===== src/rtl/cic_comb_decim.sv =====
// CIC decimator back end: runtime-ratio decimation of the integrator stream
// followed by N pipelined comb sections running at the decimated rate.
module cic_comb_decim #(
  parameter int DATA_WIDTH = 16,
  parameter int N_STAGES   = 3,
  parameter int DIFF_DELAY = 1,
  parameter int R_WIDTH    = 8,
  parameter int OUT_SHIFT  = 0
) (
  input  logic                  clk,
  input  logic                  rst_n,
  input  logic                  en,
  input  logic [DATA_WIDTH-1:0] in,
  input  logic [R_WIDTH-1:0]    decim_r,
  output logic                  out_valid,
  output logic [DATA_WIDTH-1:0] out
);

  logic [R_WIDTH-1:0]    phase;
  logic [R_WIDTH-1:0]    phase_last;
  logic                  accept;
  logic                  acc_valid;
  logic [DATA_WIDTH-1:0] acc_data;

  logic [N_STAGES:0][DATA_WIDTH-1:0] x_bus;
  logic [N_STAGES:0]                 v_bus;

  // Ratios 0 and 1 both collapse to pass-through, so the last phase is 0.
  assign phase_last = (decim_r == '0) ? '0 : decim_r - R_WIDTH'(1);
  assign accept     = en && (phase == '0);

  // ">=" rather than "==" so a ratio lowered mid-count wraps instead of locking up.
  always_ff @(posedge clk or negedge rst_n) begin
    if (!rst_n) begin
      phase <= '0;
    end else if (en) begin
      phase <= (phase >= phase_last) ? '0 : phase + R_WIDTH'(1);
    end
  end

  always_ff @(posedge clk or negedge rst_n) begin
    if (!rst_n) begin
      acc_valid <= 1'b0;
      acc_data  <= '0;
    end else begin
      acc_valid <= accept;
      if (accept) begin
        acc_data <= in;
      end
    end
  end

  assign x_bus[0] = acc_data;
  assign v_bus[0] = acc_valid;

  for (genvar k = 0; k < N_STAGES; k++) begin : g_comb
    logic [DATA_WIDTH-1:0]                 y_q;
    logic                                  v_q;
    logic [DIFF_DELAY-1:0][DATA_WIDTH-1:0] hist;

    // Modulo subtraction is intentional: the integrators wrap, the combs undo it.
    always_ff @(posedge clk or negedge rst_n) begin
      if (!rst_n) begin
        y_q  <= '0;
        v_q  <= 1'b0;
        hist <= '0;
      end else begin
        v_q <= v_bus[k];
        if (v_bus[k]) begin
          y_q     <= x_bus[k] - hist[DIFF_DELAY-1];
          hist[0] <= x_bus[k];
          for (int i = 1; i < DIFF_DELAY; i++) begin
            hist[i] <= hist[i-1];
          end
        end
      end
    end

    assign x_bus[k+1] = y_q;
    assign v_bus[k+1] = v_q;
  end

  // The last comb register doubles as the output register; it only changes on a strobe.
  assign out_valid = v_bus[N_STAGES];
  assign out      = $signed(x_bus[N_STAGES]) >>> OUT_SHIFT;

endmodule


===== config.mk =====
export PLATFORM = sky130hd
export DESIGN_NAME = cic_comb_decim
export DESIGN_NICKNAME = d
export VERILOG_FILES = /design/src/rtl/cic_comb_decim.sv
export SDC_FILE = /design/constraint.sdc
export NUM_CORES = 1
export LEC_CHECK = 0
export CELL_PAD_IN_SITES_DETAIL_PLACEMENT = 0
export CELL_PAD_IN_SITES_GLOBAL_PLACEMENT = 2
export CORE_MARGIN = 3
export CORE_UTILIZATION = 38
export CTS_CLUSTER_SIZE = 30
export DETAILED_ROUTE_END_ITERATION = 6
export PLACE_DENSITY = 0.78
export SLEW_MARGIN = 20
export SYNTH_ARGS = -nofsm -noshare
export SYNTH_HDL_FRONTEND = slang
export SYNTH_SLANG_ARGS = --single-unit

===== constraint.sdc =====
create_clock -name clk -period 2.7 [get_ports clk]
set_clock_uncertainty 0.05 [all_clocks]
set_input_delay 0.27 -clock clk [delete_from_list [all_inputs] [get_ports clk]]
set_output_delay 0.27 -clock clk [all_outputs]
set_load 0.05 [all_outputs]

==> results of run 1 <==
## power by group
part / leakage, nW / switching [W] / internal, W / total, W
Sequential: 1.67 / 0.000427 / 0.00248 / 0.00291
Clock: 0.246 / 0.000776 / 0.00119 / 0.00197
Combinational: 2.12 / 0.00384 / 0.00307 / 0.00691
Total: 4.03 / 0.00504 / 0.00674 / 0.0118
## worst max-delay path, stage by stage
cell	delay (ns)
sky130_fd_sc_hd__clkdlybuf4s50_1	0.42
sky130_fd_sc_hd__inv_1	0.07
sky130_fd_sc_hd__ha_2	0.18
sky130_fd_sc_hd__nor2b_4	0.14
sky130_fd_sc_hd__nand3b_1	0.10
sky130_fd_sc_hd__or3_4	0.44
sky130_fd_sc_hd__and2_4	0.17
sky130_fd_sc_hd__ha_1	0.27
sky130_fd_sc_hd__nor2b_1	0.12
sky130_fd_sc_hd__o21ai_1	0.07
sky130_fd_sc_hd__a21oi_1	0.13
sky130_fd_sc_hd__o21ai_1	0.08
sky130_fd_sc_hd__buf_4	0.16
sky130_fd_sc_hd__and2_4	0.18
sky130_fd_sc_hd__nor2_1	0.11
## cells by family (layout without fill, tap and decap cells)
logic type	Yosys count	count (layout)	synth area share
buffers and inverters	92	164	0.05114
adders and majority gates	59	59	0.1050
DFF	124	124	0.4285
AOI/OAI and AO/OA	184	184	0.1615
and+or+nand+nor	222	222	0.1398
xor gates and xnor gates	42	42	0.05079
muxes	41	41	0.06323
## cells in the mapped netlist (2+ instances only)
library cell,instances
sky130_fd_sc_hd__nor2b_1,12
sky130_fd_sc_hd__nor3b_1,2
sky130_fd_sc_hd__clkinv_1,2
sky130_fd_sc_hd__xnor2_1,31
sky130_fd_sc_hd__dfrtp_1,124
sky130_fd_sc_hd__nand3_1,11
sky130_fd_sc_hd__o21a_1,11
sky130_fd_sc_hd__a31oi_1,3
sky130_fd_sc_hd__a41oi_1,2
sky130_fd_sc_hd__and4_1,3
sky130_fd_sc_hd__xor2_1,11
sky130_fd_sc_hd__o211ai_2,3
sky130_fd_sc_hd__nand2_1,126
sky130_fd_sc_hd__a211oi_1,5
sky130_fd_sc_hd__inv_1,65
sky130_fd_sc_hd__mux2_2,34
sky130_fd_sc_hd__and2_1,5
sky130_fd_sc_hd__buf_4,2
sky130_fd_sc_hd__nor3_1,9
sky130_fd_sc_hd__o211ai_1,9
sky130_fd_sc_hd__a31o_2,2
sky130_fd_sc_hd__or3_1,4
sky130_fd_sc_hd__and3_1,6
sky130_fd_sc_hd__o22ai_1,2
sky130_fd_sc_hd__a21o_1,9
sky130_fd_sc_hd__nand4_1,8
sky130_fd_sc_hd__fa_1,3
sky130_fd_sc_hd__o2111ai_1,6
sky130_fd_sc_hd__nor2_1,26
sky130_fd_sc_hd__a21oi_1,42
sky130_fd_sc_hd__o21bai_1,4
sky130_fd_sc_hd__clkbuf_1,19
sky130_fd_sc_hd__buf_1,2
sky130_fd_sc_hd__or4_1,2
sky130_fd_sc_hd__nand3b_1,3
sky130_fd_sc_hd__mux2i_1,6
sky130_fd_sc_hd__ha_1,56
sky130_fd_sc_hd__o31ai_1,4
sky130_fd_sc_hd__o21ai_0,65
## how the worst max path moves through the flow
| stage | from | endpoint | slack [ns] | cells past startpoint |
|---|---|---|---|---|
| floorplan | decim_r[0] | phase[4] | 0.05 | 13 |
| global placement | decim_r[0] | phase[6] | -0.35 | 15 |
| detailed placement | decim_r[0] | phase[4] | -0.50 | 15 |
| CTS | decim_r[0] | phase[6] | 0.006 | 15 |
| global route | decim_r[1] | phase[0] | -0.10 | 15 |
| finish | decim_r[1] | phase[5] | 0.09 | 15 |
## per-stage QoR
stage / setup slack, ns / std cells
2_1_floorplan: 0.05132 / 764
3_3_place_gp: -0.3539 / 1032
3_5_place_dp: -0.4951 / 1032
4_1_cts: 0.005648 / 1062
5_1_grt: -0.1025 / 1065
6_report: 0.08602 / 1065
## metal layers
metal / vias up / track usage / part of all wire
met5: - / 0 / 0
met4: 0 / 0.05600 / 0.010
met3: 9 / 0.02844 / 0.022
met2: 66 / 0.2638 / 0.48
met1: 2542 / 0.2021 / 0.49
li1: 2780 / - / -
## timing repair
action | 4_1_cts | 5_1_grt
hold buffers | 1 | 0
setup buffers | 0 | 3
pin swaps | 0 | 6
endpoints found under the hold margin | 51 | 0
endpoints found under the setup margin | 8 | 8
gates resized for setup | 2 | 14
## layout make-up
class	instances	area share
Sequential cell	124	0.3620
Clock inverter	8	0.005547
Inverter	67	0.02934
Tap cell	229	0.03343
Clock buffer	21	0.05371
Timing Repair Buffer	68	0.07240
Multi-Input combinational cell	548	0.4436
## registers in the layout (all words and copies together), names as in the netlist
name / flops
out: 16
g_comb.v_q: 2
g_comb.hist: 48
acc_valid: 1
acc_data: 16
phase: 8
out_valid: 1
g_comb.y_q: 32
==> impl_summary.txt, run 1 <==
----------------------------------------------------
[Outcome]
  Outcome ... complete, no violations

[Detailed routing]
  Vias after detailed routing ... 5397
  Violation count after the first detailed-route iteration ... 207
  Residual antenna-violating net count after detailed routing ... 0
  Number of detailed-route iterations in the first pass ... 5
  Wire length per cell ... 14.00 µm
  Aggregate routed wire length ... 14910 µm
  Average vias per placed instance ... 5.068
  Number of design rule violations left after detail routing ... 0

[Power and ir drop]
  Worst vdd rail ir drop ... 0.5533 mV
  Power Total ... 0.01178 W
  Ratio of total power to cell area ... 1375 nW/µm²
  Static power due to leakage ... 4.035 nW

[Yosys]
  Yosys reg bits ... 124
  Net count after synthesis ... 850
  Post-synthesis cell count ... 764
  Count of yosys warnings during synthesis ... 0
  Combined area of all synthesized cells ... 7242 µm²
  Async S/R FF share, synth ... 1.000
  Syn avg cell area ... 9.479 µm²
  Cell type contributing the most total cell area after synthesis ... sky130_fd_sc_hd__dfrtp_1
  Most common flop cell mapped by yosys ... sky130_fd_sc_hd__dfrtp_1
  Top cells by area in the synthesized netlist ... sky130_fd_sc_hd__dfrtp_1 43%, sky130_fd_sc_hd__ha_1 9.7%, sky130_fd_sc_hd__nand2_1 6.5%
  Part of the Yosys area used for sequential elements ... 0.4285
  Count of flip-flops with a built-in enable after synthesis ... 0
  Fraction of synthesized cell area taken by the top area cell type ... 0.4285
  Unique masters post-synth ... 64

[Final layout]
  Most frequent cells in the layout ... 126 x sky130_fd_sc_hd__nand2_1, 124 x sky130_fd_sc_hd__dfrtp_1, 64 x sky130_fd_sc_hd__inv_1, 61 x sky130_fd_sc_hd__o21ai_0, 55 x sky130_fd_sc_hd__ha_1
  Core utilization of the finished layout ... 0.4676
  Ratio of cells with drive above 1 in the final layout ... 0.1292
  Area occupied by multi-input gates ... 3802 µm²
  Fill cell count ... 1751
  Diodes inserted ... 0
  Final Net Count ... 912
  Reg area ... 3103 µm²
  Fin area ... 8572 µm²
  Layout Area Growth over Synthesis ... 18.37%
  Leading cell type in the layout, fill and taps excluded ... sky130_fd_sc_hd__nand2_1

[STA]
  Maximum clock frequency ... 0.3826 GHz
  Worst-Margin Slew ... 0.7653 ns
  Count of endpoints failing hold in the final timing report ... 0
  Final period util ... 0.9681
  Final TNS setup ... 0 ns
  Period minus WS final ... 2.614 ns
  Pins over their slew limit ... 0
  Slew Limit Headroom ... 0.4898
  Setup violations, final ... 0
  Post-Route Hold Slack ... 0.3364 ns

[Floorplanning]
  Io pins ... 44
  Height of the chip ... 144.1 µm
  Total number of placement rows ... 49
  Placeable core region ... 18330 µm²
  Starting density of the core ... 0.3951
  DIE AREA ... 20750 µm²
  Overall die width ... 144.1 µm

[Worst hold path]
  Path class of the lowest-slack min-delay path ... in2reg
  Start point of the worst hold path ... in[9]
  Worst hold path cell count ... 3
  Capture endpoint of the worst hold path ... acc_data[9]

[Clock network]
  Cts bufs inserted ... 17
  Number of clock sinks ... 124
  Clock edge transition at the registers on the reported setup and hold paths ... 0.05 ns
  Max Root-Sink Buffers ... 2
  H-tree depth ... 4
  Clock insertion delay at the later pin of the skew report ... 0.41 ns
  TritonCTS clock tree ... built
  Master cell of the clock root buffer ... sky130_fd_sc_hd__clkbuf_16

[Setup path]
  Endpoint type of the worst setup path ... flip-flop
  Path depth of the worst reg2reg path ... 7
  Kind of launch point of the worst setup path ... input port
  Origin of the critical flop-to-flop path ... g_comb[1].y_q[9]
  Arrival time worst endpoint ... 2.90 ns
  Required time of the critical path ... 2.99 ns
  Critical path fanouts, max ... 6
  Internal reg-to-reg setup slack ... 0.16 ns
  Worst flop-to-flop path endpoint ... out[15]
  WS Path Type ... in2reg

[GRT]
  Maximum number of pins on one net before global-route repair ... 57
  Aggregate global routing overflow ... 0
  Global-route wire length before repair ... 26770 µm
  Number of antenna violations at the first check in global routing ... 0
  Global-route total usage across every layer ... 0.1565
  Number of global-route vias before repair ... 5636

[Place]
  Post-detail-place hpwl ... 11180 µm
  Placed instance area ... 7995 µm²
  Number of I/O port buffers ... 43
  Weighted congestion reported at the end of routability-driven placement ... 0.8905

[Flow run]
  Max-capacitance violation count ... 0

----------------------------------------------------
Power figures use the tool's default switching activity.
==> inputs of run 2 (changes only) <==
Settings changed: ABC_AREA set to 0, PLACE_DENSITY 0.78 to 0.79.
==> impl_summary.txt, run 2 (synthesized netlist as in run 1, its figures left out) <==
----------------------------------------------------
[Final layout]
  Biggest register ... g_comb.hist
  Fin area ... 8628 µm² (+0.66%)
  Ratio of cells with drive above 1 in the final layout ... 0.1298 (+0.0005753)
  Biggest regs ... g_comb.hist: 48 flops, g_comb.y_q: 32 flops
  Most frequent cells in the layout ... 126 x sky130_fd_sc_hd__nand2_1, 124 x sky130_fd_sc_hd__dfrtp_1, 64 x sky130_fd_sc_hd__inv_1, 60 x sky130_fd_sc_hd__o21ai_0, 55 x sky130_fd_sc_hd__ha_1
  Final Net Count ... 913 (+0.11%)
  Layout Area Growth over Synthesis ... 19.14%
  Leading cell type in the layout, fill and taps excluded ... sky130_fd_sc_hd__nand2_1
  Largest register FFs ... 48 (unchanged)
  Diodes inserted ... 0 (unchanged)

[Outcome]
  Outcome ... complete, no violations

[STA]
  Setup ws final ... 0.1768 ns (+0.09075 ns)
  Maximum clock frequency ... 0.3963 GHz (+3.6%)
  Pins over their slew limit ... 0 (unchanged)
  Final period util ... 0.9345 (-0.03361)
  Setup violations, final ... 0 (unchanged)
  Count of endpoints failing hold in the final timing report ... 0 (unchanged)
  Final TNS setup ... 0 ns (unchanged)
  Unrepaired setup endpoints after global routing ... no
  Post-Route Hold Slack ... 0.3018 ns (-0.03468 ns)
  Period minus WS final ... 2.523 ns (-0.09075 ns)
  Worst-Margin Slew ... 0.5068 ns (-0.2585 ns)
  Slew Limit Headroom ... 0.6611 (+0.1712)

[Setup path]
  Critical path fanouts, max ... 4 (-2)
  Required time of the critical path ... 2.99 ns (about the same)
  Arrival time worst endpoint ... 2.81 ns (-0.09 ns)
  WS Path Type ... reg2reg
  Endpoint type of the worst setup path ... flip-flop
  Kind of launch point of the worst setup path ... flip-flop

[Place]
  Placed instance area ... 8023 µm² (+0.34%)
  Pre-CTS setup slack ... -0.4708 ns (+0.02429 ns)
  Weighted congestion reported at the end of routability-driven placement ... 0.8541 (-4.1%)
  Post-detail-place hpwl ... 10960 µm (-2.0%)
  Number of I/O port buffers ... 43 (unchanged)

[Power and ir drop]
  Psw ... 0.005050 W (+0.19%)
  Combinational Power Share ... 0.581 (-0.005)
  Internal power consumption ... 0.006890 W (+2.2%)
  Proportion of power drawn by flip-flops and latches ... 0.243 (-0.004)
  Clock power share ... 0.176 (+0.009)
  Static power due to leakage ... 4.068 nW (+0.81%)
  Switching power share of the total ... 0.4230 (-0.004844)
  Worst vdd rail ir drop ... 0.5049 mV (-8.7%)
  Ratio of total power to cell area ... 1384 nW/µm² (+0.68%)

[Clock network]
  Clock edge transition at the registers on the reported setup and hold paths ... 0.05 ns (about the same)
  Clock insertion delay at the later pin of the skew report ... 0.41 ns (about the same)
  Number of clock sinks ... 124 (unchanged)
  Master cell of the clock root buffer ... sky130_fd_sc_hd__clkbuf_16
  Max Root-Sink Buffers ... 2 (unchanged)
  TritonCTS clock tree ... built
  Cts bufs inserted ... 17 (unchanged)
  H-tree depth ... 4 (unchanged)

[Floorplanning]
  Io pins ... 44 (unchanged)
  Overall die width ... 144.1 µm (unchanged)
  Starting density of the core ... 0.3951 (unchanged)
  Height of the chip ... 144.1 µm (unchanged)
  Total number of placement rows ... 49 (unchanged)
  Placeable core region ... 18330 µm² (unchanged)
  DIE AREA ... 20750 µm² (unchanged)

[Detailed routing]
  Aggregate routed wire length ... 14680 µm (-1.5%)
  Average vias per placed instance ... 5.130 (+1.2%)
  Violation count after the first detailed-route iteration ... 187 (-9.7%)
  Vias after detailed routing ... 5484 (+1.6%)
  Residual antenna-violating net count after detailed routing ... 0 (unchanged)
  Wire length per cell ... 13.73 µm (-1.9%)
  Number of detailed-route iterations in the first pass ... 4 (-1)
  Number of design rule violations left after detail routing ... 0 (unchanged)

[GRT]
  Number of global-route vias before repair ... 5614 (-0.39%)
  Global-route wire length before repair ... 26390 µm (-1.4%)
  Number of antenna violations at the first check in global routing ... 0 (unchanged)
  Aggregate global routing overflow ... 0 (unchanged)
  Global-route total usage across every layer ... 0.1539 (-0.002618)
  Maximum number of pins on one net before global-route repair ... 50 (-12%)

[Flow run]
  Max-capacitance violation count ... 0 (unchanged)

[Worst hold path]
  Path class of the lowest-slack min-delay path ... in2async

----------------------------------------------------
## run 2: worst max-delay path, stage by stage (launching register included)
cell and delay [ns]:
sky130_fd_sc_hd__dfrtp_1 0.34, sky130_fd_sc_hd__inv_1 0.07, sky130_fd_sc_hd__ha_1 0.23, sky130_fd_sc_hd__fa_1 0.41, sky130_fd_sc_hd__and2b_1 0.25, sky130_fd_sc_hd__o211ai_2 0.13
sky130_fd_sc_hd__a31oi_2 0.21, sky130_fd_sc_hd__a22oi_1 0.18, sky130_fd_sc_hd__or4_1 0.50, sky130_fd_sc_hd__nand3_1 0.09
## run 2: repair_timing
| action | in CTS | in global routing |
|---|---|---|
| setup endpoints to repair | 6 | 10 |
| pin swaps | 0 | 7 |
| endpoints found under the hold margin | 28 | 0 |
| resized for setup | 2 | 16 |
| hold buffers | 1 | 0 |
| setup buffers | 0 | 2 |
## run 2: area by class of cell
cell class                 instances  area [µm²]
timing repair buffer              69       643.1
sequential                       124        3103
fill                            1737        9703
tap                              229       286.5
clock inverter                     7       65.06
clock buffer                      25       475.5
inverter                          67       251.5
multi-input combinational        548        3804
## run 2: path summary, 6_finish.rpt
kind / startpoint / to / slack (ns) / cells past startpoint
setup reg to reg: g_comb[0].y_q[0] / g_comb[1].y_q[14] / 0.18 / 9
hold reg to reg: out[0] / out[0] / 0.43 / 2
hold / removal: rst_n / out[1] / 0.30 / 2
max in group asynchronous: rst_n / g_comb[1].hist[11] / 1.66 / 3
min in group clk: in[10] / acc_data[10] / 0.33 / 3
setup / recovery: g_comb[0].y_q[0] / g_comb[1].y_q[14] / 0.18 / 9
## run 2: stage by stage
stage / instances / utilization / total power, W
floorplan: 764 / - / 0.008222
global placement: 1034 / 0.4376 / 0.009751
detailed placement: 1034 / 0.4376 / 0.009809
CTS: 1067 / 0.4681 / 0.01201
global route: 1069 / 0.4707 / 0.01306
finish: 1069 / 0.4707 / 0.01194
## run 2: per-layer routing
layer | wire length [µm] | global-route usage
met1 | 6936 | 0.2001
met2 | 7118 | 0.2589
met3 | 423 | 0.03042
met4 | 201 | 0.04906
met5 | 0 | 0
## run 2: power groups by stage
stage                     logic (W)  clock network (W)  registers, W
after detailed placement    0.00687                  0       0.00294
after global routing        0.00781            0.00225       0.00300
after CTS                   0.00693            0.00216       0.00292
after global placement      0.00683                  0       0.00292
after floorplan             0.00511                  0       0.00312
final                       0.00694            0.00210       0.00290
